`src/rtl/status_cond_unit.sv`:
```
// status_cond_unit: NZCV status register, ARM condition evaluation, flag hazard stall and stall counter
//   i_clk          system clock, all state on rising edge
//   i_rst_n        asynchronous active-low reset
//   i_exe_valid    Exe stage holds a real instruction
//   i_exe_s        Exe instruction sets flags
//   i_alu_n/z/c/v  ALU flags this cycle (reach outputs only through r_status)
//   i_id_valid     ID stage holds a real instruction
//   i_id_cond      condition field of the ID instruction
//   i_freeze       global pipeline freeze, holds all state
//   o_status       {N,Z,C,V}
//   o_c_in         stored carry for ADC/SBC
//   o_cond_pass    ID condition holds, qualified by valid and stall
//   o_flag_stall   ID holds and Exe gets a bubble this cycle
//   o_stall_count  saturating count of flag-stall cycles
module status_cond_unit #(
    parameter int STALL_CNT_W = 16
) (
    input  logic                   i_clk,
    input  logic                   i_rst_n,
    input  logic                   i_exe_valid,
    input  logic                   i_exe_s,
    input  logic                   i_alu_n,
    input  logic                   i_alu_z,
    input  logic                   i_alu_c,
    input  logic                   i_alu_v,
    input  logic                   i_id_valid,
    input  logic [3:0]             i_id_cond,
    input  logic                   i_freeze,
    output logic [3:0]             o_status,
    output logic                   o_c_in,
    output logic                   o_cond_pass,
    output logic                   o_flag_stall,
    output logic [STALL_CNT_W-1:0] o_stall_count
);
    logic [3:0]             r_status;
    logic [STALL_CNT_W-1:0] r_stall_count;
    logic                   w_write;
    logic                   w_flag_stall;
    logic                   w_eval;
    logic                   w_n, w_z, w_c, w_v;

    assign {w_n, w_z, w_c, w_v} = r_status;
    assign w_write      = !i_freeze & i_exe_valid & i_exe_s;
    // ID reads the old flags while a flag-setter sits in Exe; stall instead of forwarding
    assign w_flag_stall = w_write & i_id_valid & (i_id_cond != 4'b1110);

    always_comb begin
        w_eval = 1'b0;
        case (i_id_cond)
            4'b0000: w_eval = w_z;
            4'b0001: w_eval = !w_z;
            4'b0010: w_eval = w_c;
            4'b0011: w_eval = !w_c;
            4'b0100: w_eval = w_n;
            4'b0101: w_eval = !w_n;
            4'b0110: w_eval = w_v;
            4'b0111: w_eval = !w_v;
            4'b1000: w_eval = w_c & !w_z;
            4'b1001: w_eval = !w_c | w_z;
            4'b1010: w_eval = (w_n == w_v);
            4'b1011: w_eval = (w_n != w_v);
            4'b1100: w_eval = !w_z & (w_n == w_v);
            4'b1101: w_eval = w_z | (w_n != w_v);
            4'b1110: w_eval = 1'b1;
            default: w_eval = 1'b0;
        endcase
    end

    always_ff @(posedge i_clk or negedge i_rst_n) begin
        if (!i_rst_n) begin
            r_status      <= 4'b0000;
            r_stall_count <= '0;
        end else begin
            if (w_write)
                r_status <= {i_alu_n, i_alu_z, i_alu_c, i_alu_v};
            // w_flag_stall already implies !i_freeze
            if (w_flag_stall && !(&r_stall_count))
                r_stall_count <= r_stall_count + 1'b1;
        end
    end

    assign o_status      = r_status;
    assign o_c_in        = r_status[1];
    assign o_flag_stall  = w_flag_stall;
    assign o_cond_pass   = w_eval & i_id_valid & !w_flag_stall;
    assign o_stall_count = r_stall_count;
endmodule

```
`config.mk`:
```
export PLATFORM = sky130hd
export DESIGN_NAME = status_cond_unit
export DESIGN_NICKNAME = d
export VERILOG_FILES = /design/src/rtl/status_cond_unit.sv
export SDC_FILE = /design/constraint.sdc
export NUM_CORES = 1
export LEC_CHECK = 0
export ABC_AREA = 0
export ABC_CLOCK_PERIOD_IN_PS = 2390
export BUFFER_PORTS_ARGS = -buffer_cell sky130_fd_sc_hd__buf_2
export CAP_MARGIN = 20
export CORE_MARGIN = 1
export CORE_UTILIZATION = 52
export CTS_BUF_LIST = sky130_fd_sc_hd__clkbuf_2
export CTS_CLUSTER_SIZE = 20
export DETAILED_ROUTE_END_ITERATION = 7
export PLACE_DENSITY = 0.82
export SLEW_MARGIN = 20
export SYNTH_ARGS = -nofsm -noshare
export SYNTH_HDL_FRONTEND = slang
export SYNTH_SLANG_ARGS = --single-unit
```
`constraint.sdc`:
```
create_clock -name i_clk -period 2.39 [get_ports i_clk]
set_input_delay 0.1195 -clock i_clk [delete_from_list [all_inputs] [get_ports i_clk]]
set_output_delay 0.1195 -clock i_clk [all_outputs]
set_load 0.01 [all_outputs]
```
==> metrics.yaml <==
synth_top_area_share_pct: 42.9
peakVddDrop_uv: 382
synth_edf_count: 0
cts_num_sinks: 20
syn_avg_cell_area_um2: 9.33
cts_tree: "done"
end_kind: "flip-flop"
firstDrtPassIters: 4
cts-htree-levels: 1
synth-seq-cells: 20
period_share_pct: 85.1
worst_slew_pin_slew_ns: 0.520
synthArstFlopShare_pct: 100
num_vias: 1042
die_w_um: 49.4
cts-root-buf: "clkbuf_2"
yosys-top-cells-count: "dfrtp_1 (20), nand2_1 (18), xor2_1 (11)"
place.gp.congestion: 0.835
drt_iter0_drc: 20
yosysWarningCount: 0
hold_class: "in2reg"
cts_buffers: 3
rsz0062_at_grt: "false"
die_area_um2: 2440
routed_wl_mm: 2.48
first_global_vias: 937
synthesis.nets: 140
finalPower_uw: 780
relSlewSlack_pct: 65.0
ctsResizeCount: 0
wl_per_cell_um: 13.1
synth_area_um2: 1170
syn_inst: 125
num-fill-cells: 176
grt_pass1_wl_mm: 3.93
tns_ns: 0
regArea_um2: 500
synth.most_common_cell: "dfrtp_1"
drive_gt1_share_pct: 27.0
insertedDiodeCount: 0
dp_hpwl_mm: 1.82
core_um2: 2040
drc: 0
num-nets-final: 179
setup-violations-final: 0
grt_max_degree: 21
grt_remaining_overflow: 0
synth_flop_cell: "dfrtp_1"
antenna_found_initial: 0
min_period_ns: 2.03
synth_top_area_cell: "dfrtp_1"
ant_nets: 0
path_class: "reg2reg"
status: "finished, final reports clean"
vias_per_cell: 5.48
startpoint_type: "flip-flop"
grtUsageTotal_pct: 21.0
start_util_pct: 57.1
drv_slew: 0
cts_buffer_depth: 2
die_h_um: 49.4
worstPathMaxFanout: 10
ys_seq_area_share_pct: 42.9
area_delta_synth_final_pct: 20.4
yosys-top-cells-area: "dfrtp_1 (43%), xor2_1 (8.3%), nand2_1 (5.8%), nor2_1 (2.9%), nor3_1 (2.6%)"
hold_viol_final: 0
clk_pin_slew_worst_paths_ns: 0.18
timing.fmax_mhz: 492
rows: 16
multi_input_comb_area_um2: 608
yosysUniqueCellTypes: 39
ios: 37
crit_required_ns: 2.60
clk_latency_ns: 0.30
io_buffers: 36
p_leak_uw: 0.000763
critPathArrivalTime_ns: 2.24
post_cts_buffers: 0
finClkSkew_ns: 0.00474
drv_cap: 0
powerDensity_nw_per_um2: 556
-- registers in the layout (all words and copies together) (netlist names) --
| register | flops |
|---|---|
| o_status | 4 |
| o_stall_count | 16 |
-- layer usage --
layer | share of wire, % | track usage, % | up-vias
li1 | - | - | 510
met1 | 43 | 25.4 | 502
met2 | 53 | 38.6 | 28
met3 | 3.5 | 2.18 | 2
met4 | 0.44 | 5.88 | 0
met5 | 0 | 0 | -
-- layout make-up --
class	count	share of cell area (%)
Sequential cell	20	35.7
Clock inverter	1	0.267
Multi-Input combinational cell	93	43.3
Clock buffer	3	1.07
Timing Repair Buffer	40	15.7
Tap cell	27	2.41
Inverter	6	1.60
-- kinds of logic after synthesis --
kind of cell,share of synthesized area [%]
AO/OA/AOI/OAI,12.1
adder cells (fa/ha/maj),1.07
buffers and inverters,4.94
multiplexers,3.00
flip-flops,42.9
AND/OR/NAND/NOR,25.4
XOR/XNOR,10.5
-- power by group --
group	switching [uW]	internal, uW	total [uW]
combinational	103	107	210
clock	96.5	36.4	133
sequential	59.3	378	437
-- cell usage in the layout, fill, tap and decap left out, types with 3 or more instances in the layout --
cell type / instances
a21oi_1: 5
nand2_1: 18
nand3_1: 3
inv_1: 6
o21ai_0: 3
and3_1: 3
nor2_1: 9
xor2_1: 11
dlygate4sd3_1: 4
buf_2: 36
nor3_1: 6
dfrtp_1: 20
xnor2_1: 3
nand4_1: 3
clkbuf_2: 3
-- final timing paths --
path	startpoint	end	slack [ns]	depth (start not counted)
worst min register to register	o_stall_count[15]$_DFFE_PN0P_	o_stall_count[15]$_DFFE_PN0P_	0.51	1
worst min-delay path	i_alu_n	o_status[3]$_DFFE_PN0P_	0.01	3
worst max-delay path	o_stall_count[7]$_DFFE_PN0P_	o_stall_count[1]$_DFFE_PN0P_	0.36	4
worst max register to register	o_stall_count[7]$_DFFE_PN0P_	o_stall_count[1]$_DFFE_PN0P_	0.36	4
min in group asynchronous	i_rst_n	o_stall_count[11]$_DFFE_PN0P_	0.26	2
max in group asynchronous	i_rst_n	o_stall_count[0]$_DFFE_PN0P_	1.83	2
-- worst max-delay path: stages, from the launching register on --
cell,delay [ns]
dfrtp_1,0.49
nand4_2,0.15
or3_1,0.47
o31ai_4,0.49
mux2_4,0.34
-- what timing repair did --
action | 4_1_cts | 5_1_grt
hold endpoints to repair | 23 | 0
endpoints found under the setup margin | 0 | 0
hold buffers | 4 | 0
-- metrics by stage --
stage / hold WS, ns / instance area (um2) / setup slack, ns / utilization (%) / cells
4_1_cts: 0.00638 / 1400 / 0.364 / 68.8 / 190
5_1_grt: 0.0276 / 1400 / 0.168 / 68.8 / 190
3_3_place_gp: 0.0789 / 1350 / 0.478 / 65.9 / 182
3_5_place_dp: 0.0876 / 1350 / 0.383 / 65.9 / 182
2_1_floorplan: -0.176 / 1170 / 0.458 / - / 125
6_report: 0.0150 / 1400 / 0.356 / 68.8 / 190
Power figures use the tool's default switching activity.
